===== src/rtl/fifo_word_serializer.sv =====
// fifo_word_serializer: pops words from a fifo_sync read port and
// streams them out as SLICE_WIDTH slices, least-significant first.
//
// Ports:
//   clk, rst           clock, synchronous active-high reset
//   en                 run enable; gates new FIFO pops only
//   fifo_cs            FIFO chip select (!rst)
//   fifo_rd_en         FIFO pop request (Mealy)
//   fifo_data_out      FIFO read data, valid one cycle after pop
//   fifo_empty         FIFO empty flag
//   out_valid/ready    slice stream handshake
//   out_data           current slice
//   out_last           final slice of a word
//   busy               FSM not idle
//   word_count         words fully transmitted (wraps)
module fifo_word_serializer #(
  parameter  int DATA_WIDTH  = 32,
  parameter  int SLICE_WIDTH = 8,
  localparam int NUM_SLICES  = DATA_WIDTH / SLICE_WIDTH,
  localparam int CNT_W       = (NUM_SLICES > 1) ?
                               $clog2(NUM_SLICES) : 1
) (
  input  logic                   clk,
  input  logic                   rst,
  input  logic                   en,
  output logic                   fifo_cs,
  output logic                   fifo_rd_en,
  input  logic [DATA_WIDTH-1:0]  fifo_data_out,
  input  logic                   fifo_empty,
  output logic                   out_valid,
  input  logic                   out_ready,
  output logic [SLICE_WIDTH-1:0] out_data,
  output logic                   out_last,
  output logic                   busy,
  output logic [15:0]            word_count
);

  if ((SLICE_WIDTH < 1) ||
      ((DATA_WIDTH % SLICE_WIDTH) != 0)) begin : g_bad_width
    $error("DATA_WIDTH must be a multiple of SLICE_WIDTH");
  end

  typedef enum logic [1:0] {
    IDLE = 2'd0,
    WAIT = 2'd1,
    SEND = 2'd2
  } state_t;

  localparam logic [CNT_W-1:0] LAST_IDX =
    CNT_W'(NUM_SLICES - 1);

  state_t                state_q;
  logic [DATA_WIDTH-1:0] sreg_q;
  logic [CNT_W-1:0]      cnt_q;
  logic [CNT_W-1:0]      cnt_nxt;
  logic                  pop_ok;
  logic                  last_slice;
  logic                  hs;

  assign fifo_cs    = !rst;
  assign pop_ok     = en && !fifo_empty;
  assign last_slice = (cnt_q == LAST_IDX);
  assign hs         = out_valid && out_ready;
  assign cnt_nxt    = cnt_q + 1'b1;
  assign out_data   = sreg_q[SLICE_WIDTH-1:0];

  // Pop decision is combinational so a new word can be
  // requested on the same edge the last slice is accepted.
  always_comb begin
    fifo_rd_en = 1'b0;
    unique case (state_q)
      IDLE:    fifo_rd_en = pop_ok;
      SEND:    fifo_rd_en = hs && last_slice && pop_ok;
      default: fifo_rd_en = 1'b0;
    endcase
    if (rst) fifo_rd_en = 1'b0;
  end

  always_ff @(posedge clk) begin
    if (rst) begin
      state_q    <= IDLE;
      sreg_q     <= '0;
      cnt_q      <= '0;
      out_valid  <= 1'b0;
      out_last   <= 1'b0;
      busy       <= 1'b0;
      word_count <= '0;
    end else begin
      unique case (state_q)
        IDLE: begin
          if (fifo_rd_en) begin
            state_q <= WAIT;
            busy    <= 1'b1;
          end
        end
        WAIT: begin
          sreg_q    <= fifo_data_out;
          cnt_q     <= '0;
          state_q   <= SEND;
          out_valid <= 1'b1;
          out_last  <= (NUM_SLICES == 1);
        end
        SEND: begin
          if (out_ready) begin
            if (last_slice) begin
              word_count <= word_count + 16'd1;
              out_valid  <= 1'b0;
              out_last   <= 1'b0;
              if (fifo_rd_en) begin
                state_q <= WAIT;
              end else begin
                state_q <= IDLE;
                busy    <= 1'b0;
              end
            end else begin
              sreg_q   <= sreg_q >> SLICE_WIDTH;
              cnt_q    <= cnt_nxt;
              out_last <= (cnt_nxt == LAST_IDX);
            end
          end
        end
        default: begin
          state_q   <= IDLE;
          out_valid <= 1'b0;
          out_last  <= 1'b0;
          busy      <= 1'b0;
        end
      endcase
    end
  end

endmodule


===== config.mk =====
export PLATFORM = sky130hd
export DESIGN_NAME = fifo_word_serializer
export DESIGN_NICKNAME = d
export VERILOG_FILES = /design/src/rtl/fifo_word_serializer.sv
export SDC_FILE = /design/constraint.sdc
export NUM_CORES = 1
export LEC_CHECK = 0
export ABC_AREA = 0
export CAP_MARGIN = 30
export CORE_MARGIN = 4
export CORE_UTILIZATION = 50
export CTS_BUF_LIST = sky130_fd_sc_hd__clkbuf_8
export CTS_CLUSTER_SIZE = 14
export DETAILED_ROUTE_END_ITERATION = 8
export GPL_TIMING_DRIVEN = 1
export PLACE_DENSITY = 0.82
export SLEW_MARGIN = 0
export SYNTH_ARGS = -nofsm -noshare
export SYNTH_HDL_FRONTEND = slang
export SYNTH_SLANG_ARGS = --single-unit

===== constraint.sdc =====
create_clock -name clk -period 2.1 [get_ports clk]
set_input_delay 0.42 -clock clk [delete_from_list [all_inputs] [get_ports clk]]
set_output_delay 0.42 -clock clk [all_outputs]
set_load 0.005 [all_outputs]

==> results.cfg <==
[run_status]
outcome = completed

[clock_network]
cts.sinks = 55
cts_buffers = 5
clockBufferDepth = 2
clock-root-buffer = clkbuf_8
cts_htree_levels = 2
cts_setup_buffers = 0
cts_tree = done
insertion_delay_ns = 0.31
path_clk_slew_ns = 0.09

[timing]
max-slew-margin-rel = 0.650
finalCriticalPeriod_ns = 2.01
skew_ns = 0.00489
rsz0062_at_grt = false
fin_crit_sh = 0.956
drv_slew = 0
setup_violations = 0
hold_viol_final = 0
clock.fmax_mhz = 498
tightestPinTransition_ns = 0.523

[yosys]
synth_nets = 322
synth_most_common_cell = dfxtp_1
ys_ff_latch = 55
synth_area_leaders = dfxtp_1, mux2i_1, a211oi_1
synth_edf_count = 0
async_flop_share = 0
yosysSeqAreaShare = 0.440
avgSynthCellArea_um2 = 8.88
synth_area_um2 = 2500
post-synth-top-area-cell = dfxtp_1
synth_ff_type = dfxtp_1
yosys.area.top_type_share = 0.440
yosysWarnings = 0
synth.distinct_cells = 38
yosys-top-cells-count = dfxtp_1, nor2_1, nand2_1
syn_inst = 282

[power_and_ir_drop]
ir_worst_vdd_v = 0.000429
p_per_area_nw_per_um2 = 599
p_leak_nw = 1.33
p_total_mw = 2.01

[grt]
grt_pass1_wl_mm = 9.25
first_global_vias = 2134
antenna_found_initial = 0
grt_overflow = 0
grt_use_total = 0.184
grt_start_max_net_pins = 49

[setup_path]
critPathKind = input pin to primary output
path_cells = clkdlybuf4s50_1, nor4b_2, a21boi_2, dlygate4sd2_1
cp-end-kind = primary output
critPathRequiredTime_ns = 1.68
slowest_stage = clkdlybuf4s50_1
arrival_ns = 1.59
cp-start-kind = input pin
rr_worst_depth = 4
crit_family = buffers and inverters
cp_max_fo = 2
rrSetupSlack_ns = 0.33
r2r-start = word_count[4]
worst-path-buf-inv = 2
crit_end = fifo_rd_en
r2r-end = word_count[15]
cpPeakStageDelay_ns = 0.41
path_depth = 4
cp-startpoint = fifo_empty

[placement]
routabilityCongestion = 0.817
dp_cells = 404
io_buffers = 65
dp_hpwl_mm = 4.01
place_area_um2 = 3250

[die]
rows = 25
pin_count = 66
core_um2 = 4790
fp.dieH_um = 78.8
die_x_um = 78.8
dieArea_um2 = 6210
start_util = 0.523

[finish]
layout.nets = 384
post-route-util = 0.703
insertedDiodeCount = 0
drive_above_1_share = 0.0986
design_area_um2 = 3360
fin_cells = 412
area_delta_synth_final_pct = 34.3

[detailed_routing]
final_antenna_net_count = 0
via_count = 2161
post_drt_wl_per_cell_um = 13.2
wirelength_mm = 5.43
drt_iter0_drc = 119
dr.pass1.iters = 4
viasPerCell = 5.25
drc = 0

[hold_path]
min_path_type = register to register

[job]
cap_violations = 0
==> layer usage <==
layer  share of wire  GRT usage  vias up
li1                -          -     1111
met1            0.43      0.205     1004
met2            0.52      0.342       40
met3           0.035     0.0431        6
met4           0.014     0.0612        0
met5               0          0        -
==> area by class of cell <==
| type | instances | area [µm²] |
|---|---|---|
| Clock inverter | 1 | 3.75 |
| Fill cell | 393 | 1420 |
| Inverter | 4 | 15.0 |
| Tap cell | 67 | 83.8 |
| Multi-Input combinational cell | 197 | 1280 |
| Clock buffer | 7 | 96.3 |
| Timing Repair Buffer | 81 | 782 |
| Sequential cell | 55 | 1100 |
==> worst min-delay path: cells and delay by family (launching register included) <==
kind | cells | cell delay (ns)
AND/OR/NAND/NOR | 1 | 0.05
AO/OA/AOI/OAI | 1 | 0.05
flip-flops | 1 | 0.32
==> repair_timing <==
item,in CTS,in global routing
resized for setup,7,0
hold buffers,0,0
endpoints found under the setup margin,1,0
hold endpoints to repair,0,0
==> cells by family (layout without fill, tap and decap cells) <==
| logic type | Yosys count | in the layout | share of synthesized area |
|---|---|---|---|
| flip-flops | 55 | 55 | 0.440 |
| adder cells (fa/ha/maj) | 3 | 3 | 0.0150 |
| multiplexers | 25 | 25 | 0.0999 |
| AO/OA/AOI/OAI | 57 | 57 | 0.149 |
| XOR/XNOR | 10 | 10 | 0.0350 |
| AND/OR/NAND/NOR | 102 | 102 | 0.201 |
| buffers and inverters | 30 | 93 | 0.0599 |
==> cells in the final DEF (no fill, tap or decap), drive strengths merged, types with 3 or more instances in the layout <==
master and count:
a211oi 25, buf 16, clkdlybuf4s50 64, clkbuf 7, nor4 3, nor2 40
nand2 27, xor2 4, inv 5, or3 3, nor3 4, nand3 5
xnor2 6, nand4 4, dfxtp 55, ha 3, a21oi 18, nand2b 5
mux2i 25, o21ai 5
==> registers in the layout (all words and copies together) (netlist names) <==
name        count
out_valid       1
busy            1
state_q         2
out_last        1
sreg_q         32
word_count     16
cnt_q           2
==> where the power goes <==
| group | switching [mW] | total, mW | internal [mW] |
|---|---|---|---|
| registers | 0.0240 | 1.11 | 1.09 |
| clock network | 0.318 | 0.614 | 0.296 |
| logic | 0.122 | 0.288 | 0.166 |
==> worst min path at each step <==
stage	depth (start not counted)	slack, ns	start	end
floorplan	2	0.44	sreg_q[24]	sreg_q[24]
global placement	2	0.44	sreg_q[24]	sreg_q[24]
detailed placement	2	0.45	sreg_q[24]	sreg_q[24]
CTS	2	0.46	sreg_q[24]	sreg_q[24]
global route	2	0.49	sreg_q[24]	sreg_q[24]
finish	2	0.46	sreg_q[24]	sreg_q[24]
==> per-stage QoR <==
stage	TNS [ns]	setup slack (ns)	hold WS, ns
3_5_place_dp	-0.515	-0.306	0.449
4_1_cts	0	0.0967	0.461
5_1_grt	0	0.0302	0.488
2_1_floorplan	0	0.359	0.436
6_report	0	0.0934	0.459
3_3_place_gp	-0.266	-0.247	0.442
Note: power is estimated with default switching activity, not from simulation.
